`src/rtl/cpu_press_gen_if.sv`:
```
// Bundle between the game core and the computer-opponent press generator.
// The core drives enable, rand_in and threshold; the generator drives press and cooling.
interface cpu_press_gen_if #(
  parameter int W = 10
);
  logic         enable;
  logic [W-1:0] rand_in;
  logic [W-2:0] threshold;
  logic         press;
  logic         cooling;

  modport master (
    output enable,
    output rand_in,
    output threshold,
    input  press,
    input  cooling
  );

  modport slave (
    input  enable,
    input  rand_in,
    input  threshold,
    output press,
    output cooling
  );
endinterface

```
`src/rtl/cpu_press_gen.sv`:
```
// Computer-opponent press generator: one random hit test per tick,
// a one-cycle press pulse, then a tick-counted cooldown.
module cpu_press_gen #(
  parameter int W        = 10,
  parameter int TICK_DIV = 1024,
  parameter int COOLDOWN = 4
) (
  input  logic            clk,
  input  logic            reset,
  cpu_press_gen_if.slave  bus
);

  localparam int TW = $clog2(TICK_DIV);
  localparam int CW = (COOLDOWN < 1) ? 1 : $clog2(COOLDOWN + 1);

  localparam logic [TW-1:0] TICK_LAST = TW'(TICK_DIV - 1);
  localparam logic [CW-1:0] COOL_LOAD = CW'(COOLDOWN);
  localparam logic [CW-1:0] COOL_ONE  = CW'(1);

  typedef enum logic [1:0] {
    IDLE,
    ARMED,
    FIRE,
    COOL
  } state_t;

  state_t        state;
  state_t        next;
  logic [TW-1:0] tick_cnt;
  logic [CW-1:0] cool_cnt;
  logic [CW-1:0] cool_nxt;
  logic [W-1:0]  thr_ext;
  logic          tick;
  logic          hit;

  assign thr_ext = {1'b0, bus.threshold};
  assign tick    = bus.enable && (tick_cnt == TICK_LAST);
  assign hit     = thr_ext > bus.rand_in;

  always_comb begin
    next     = state;
    cool_nxt = cool_cnt;
    if (!bus.enable) begin
      next     = IDLE;
      cool_nxt = '0;
    end else begin
      unique case (state)
        IDLE: next = ARMED;
        ARMED: begin
          if (tick && hit) next = FIRE;
        end
        FIRE: begin
          if (COOLDOWN == 0) begin
            next = ARMED;
          end else begin
            next     = COOL;
            cool_nxt = COOL_LOAD;
          end
        end
        COOL: begin
          // the hit test is deliberately skipped here
          if (tick) begin
            cool_nxt = cool_cnt - COOL_ONE;
            if (cool_cnt == COOL_ONE) next = ARMED;
          end
        end
        default: next = IDLE;
      endcase
    end
  end

  always_ff @(posedge clk) begin
    if (reset) begin
      tick_cnt <= '0;
    end else if (!bus.enable) begin
      tick_cnt <= '0;
    end else if (tick_cnt == TICK_LAST) begin
      tick_cnt <= '0;
    end else begin
      tick_cnt <= tick_cnt + 1'b1;
    end
  end

  always_ff @(posedge clk) begin
    if (reset) begin
      state       <= IDLE;
      cool_cnt    <= '0;
      bus.press   <= 1'b0;
      bus.cooling <= 1'b0;
    end else begin
      state       <= next;
      cool_cnt    <= cool_nxt;
      bus.press   <= (next == FIRE);
      bus.cooling <= (next == COOL);
    end
  end

endmodule

```
`src/flat_wrapper.sv`:
```
// flat-port wrapper written by rule: the top's interface ports become plain ports
module cpu_press_gen_flat 
#(
  parameter int W        = 10,
  parameter int TICK_DIV = 1024,
  parameter int COOLDOWN = 4
)
  (clk, reset, bus_enable, bus_rand_in, bus_threshold, bus_press, bus_cooling);
  cpu_press_gen_if #(.W(W)) bus_i ();
  input  logic clk;
  input  logic reset;
  input wire logic [$bits(bus_i.enable)-1:0] bus_enable;
  input wire logic [$bits(bus_i.rand_in)-1:0] bus_rand_in;
  input wire logic [$bits(bus_i.threshold)-1:0] bus_threshold;
  output wire logic [$bits(bus_i.press)-1:0] bus_press;
  output wire logic [$bits(bus_i.cooling)-1:0] bus_cooling;
  assign bus_i.enable = bus_enable;
  assign bus_i.rand_in = bus_rand_in;
  assign bus_i.threshold = bus_threshold;
  assign bus_press = bus_i.press;
  assign bus_cooling = bus_i.cooling;
  cpu_press_gen #(.W(W), .TICK_DIV(TICK_DIV), .COOLDOWN(COOLDOWN)) u_core (.clk(clk), .reset(reset), .bus(bus_i));
endmodule
```
`config.mk`:
```
export PLATFORM = sky130hd
export DESIGN_NAME = cpu_press_gen_flat
export DESIGN_NICKNAME = d
export VERILOG_FILES = /design/src/rtl/cpu_press_gen_if.sv /design/src/rtl/cpu_press_gen.sv /design/src/flat_wrapper.sv
export SDC_FILE = /design/constraint.sdc
export NUM_CORES = 1
export LEC_CHECK = 0
export CELL_PAD_IN_SITES_DETAIL_PLACEMENT = 1
export CELL_PAD_IN_SITES_GLOBAL_PLACEMENT = 1
export CORE_MARGIN = 2
export CORE_UTILIZATION = 32
export DETAILED_ROUTE_END_ITERATION = 8
export GPL_TIMING_DRIVEN = 0
export PLACE_DENSITY_LB_ADDON = 0.08
export SLEW_MARGIN = 20
export SYNTH_ARGS = -nofsm -noshare
export SYNTH_HDL_FRONTEND = slang
export SYNTH_SLANG_ARGS = --single-unit
```
`constraint.sdc`:
```
create_clock -name clk -period 2.07 [get_ports clk]
set_clock_uncertainty 0.05 [all_clocks]
set_input_delay 0.414 -clock clk [delete_from_list [all_inputs] [get_ports clk]]
set_output_delay 0.414 -clock clk [all_outputs]
set_load 0.02 [all_outputs]
```
==> out/metrics.yaml <==
placement:
  place_ws_ns: -0.175
  dpl.hpwl_um: 1670
  gp_congestion: 0.659
  port-buffer-count: 23
  dp_cells: 163
  place_area_um2: 1220
clocking:
  htreeDepth: 1
  hold_buffers: 0
  cts_resized: 0
  clk-insertion-delay-late_ns: 0.30
  clkTransAtPathRegs_ns: 0.11
  cts_buffers: 3
  cts-root-buf: "clkbuf_4"
  cts_max_path_buffers: 2
  cts_tree: "built"
  clock-sinks: 17
  cts_setup_buffers: 0
yosys:
  syn_avg_cell_area_um2: 8.71
  synthArstFlopShare_pct: 0
  synth_fp_nets: 143
  synth.ff_latch_count: 17
  ys_types: 28
  yosys_warnings: 0
  synth.yosys.seq_area_share_pct: 35.8
  syn_inst: 109
  syn_area_um2: 950
  synth_flop_cell: "dfxtp_1"
  synth-edff-count: 0
timing:
  setup_tns_ns: 0
  max-slew-margin-rel_pct: 80.9
  max_freq_mhz: 524
  hold_violations: 0
  finalCritPeriodShare_pct: 92.2
  setup_viol_count_final: 0
  fin_ws_ns: 0.161
  slew_viol_final: 0
  worst_slew_pin_slew_ns: 0.285
  whs_ns: 0.418
  min_period_ns: 1.91
  grt_setup_unrepaired: "no"
grt:
  grt_usage_pct: 14.1
  antenna_found_initial: 0
  grt_max_degree: 11
  grt_pass1_wl_um: 3670
  grt_pass1_vias: 890
  overflow: 0
min_path:
  hold_path_depth: 1
  holdPathEnd: "u_core.tick_cnt[0]"
  hp-class: "flop to flop"
  hp-start: "u_core.tick_cnt[0]"
pwr:
  p_leak_nw: 0.511
  ir_worst_vdd_uv: 363
  power_mw: 0.602
  p_per_area_nw_per_um2: 483
worst_setup_path:
  required_ns: 2.22
  start_kind: "input port"
  reg2reg_from: "u_core.tick_cnt[0]"
  cp.arrival_ns: 2.06
  crit_path_end_kind: "flop"
  r2r_cells: 5
  reg2reg_slack_ns: 0.40
  worstPathMaxFanout: 3
  worstSetupPathType: "input port to flop"
  r2r-end: "u_core.state[0]"
routing:
  dr.pass1.iters: 3
  drc: 0
  wirelength_um: 2030
  wl_per_cell_um: 12.1
  via_per_inst: 4.98
  vias: 831
  drtIter0Drc: 7
  ant_nets: 0
die:
  io_pins: 24
  dieArea_um2: 3420
  fp.dieW_um: 58.5
  start_util_pct: 34.1
  core_area_um2: 2780
  die_y_um: 58.5
  fp-row-count: 19
layout:
  final_cell_area_um2: 1250
  final_util_pct: 44.8
  area_growth_pct: 31.2
  instances_no_fill: 167
  seqCellArea_um2: 340
  multiInputGateArea_um2: 553
  diodes: 0
  nets: 171
  drive_gt1_share_pct: 5.15
  n_fill_cell: 339
run:
  max_cap_violations: 0
run_status:
  outcome: "complete, no violations"
[worst max-delay path: stages]
cell and delay, ns:
clkdlybuf4s50_1 0.45, inv_1 0.04, ha_1 0.28, and4_1 0.21, nor2b_1 0.13, a31oi_1 0.16
o2111ai_1 0.18, and2_1 0.20
[cell usage after synthesis (2+ instances only)]
| master | instances | area share (%) |
|---|---|---|
| nor2b_1 | 3 | 2.0 |
| o21ai_0 | 3 | 1.6 |
| nand3_1 | 11 | 5.8 |
| xor2_1 | 2 | 1.8 |
| inv_1 | 15 | 5.9 |
| a31oi_1 | 2 | 1.3 |
| dfxtp_1 | 17 | 36 |
| nand2_1 | 3 | 1.2 |
| xnor2_1 | 5 | 4.6 |
| nor2_1 | 14 | 5.5 |
| a21oi_1 | 5 | 2.6 |
| ha_1 | 12 | 16 |
| nand4b_1 | 2 | 1.8 |
[layout make-up]
class | instances | area share, %
Tap cell | 31 | 3.11
Clock buffer | 3 | 1.81
Inverter | 15 | 4.52
Clock inverter | 1 | 0.402
Multi-Input combinational cell | 77 | 44.4
Timing Repair Buffer | 23 | 18.5
Sequential cell | 17 | 27.3
[worst max path at each step]
stage,from,to,slack (ns)
after floorplan,bus_rand_in[4],u_core.state[0],0.41
after global placement,bus_rand_in[4],u_core.state[0],-0.16
after detailed placement,bus_rand_in[3],u_core.state[0],-0.17
after CTS,bus_rand_in[3],u_core.state[0],0.14
after global routing,bus_rand_in[5],u_core.state[0],0.06
final,bus_rand_in[3],u_core.state[0],0.16
[cell families after synthesis]
| kind of cell | Yosys count | share of synthesized area, % |
|---|---|---|
| compound gates | 16 | 10.9 |
| xor+xnor | 7 | 6.46 |
| fa+ha+maj | 12 | 15.8 |
| buf+inv | 15 | 5.93 |
| flops | 17 | 35.8 |
| simple gates | 42 | 25.0 |
[registers in the layout (all words and copies together) (netlist names)]
register	flops
u_core.tick_cnt	10
u_core.cool_cnt	3
u_core.state	2
u_core.bus.cooling	1
u_core.bus.press	1
[power by group]
group | total, mW | internal [mW] | switching [mW]
logic | 0.0860 | 0.0540 | 0.0320
clock network | 0.183 | 0.0720 | 0.111
registers | 0.333 | 0.330 | 0.00324
[layer usage]
| metal | global-route usage (%) | vias up | wire length, um |
|---|---|---|---|
| li1 | - | 429 | - |
| met1 | 15.3 | 388 | 871 |
| met2 | 25.4 | 9 | 1040 |
| met3 | 4.84 | 5 | 87 |
| met4 | 4.98 | 0 | 26 |
| met5 | 0 | - | 0 |
[placed cells by master (no fill, tap or decap)]
cell,n
a2bb2oi_1,1
a21boi_1,1
and2_1,1
dfxtp_1,17
o21ai_0,3
clkdlybuf4s50_1,23
clkinv_2,1
nand4_4,1
or3_1,1
o2111ai_1,1
xnor2_1,5
nor3_4,1
a21oi_1,5
nor2b_1,3
nor3_1,1
nand2_2,1
inv_1,15
nand4b_1,2
nand2_1,3
o31ai_1,1
xor2_1,2
and3_1,1
clkbuf_4,3
o221a_1,1
nand3_1,11
ha_1,12
nor2_1,14
and4_1,1
nand2b_1,1
a31oi_1,2
a21o_1,1
Power figures use the tool's default switching activity.
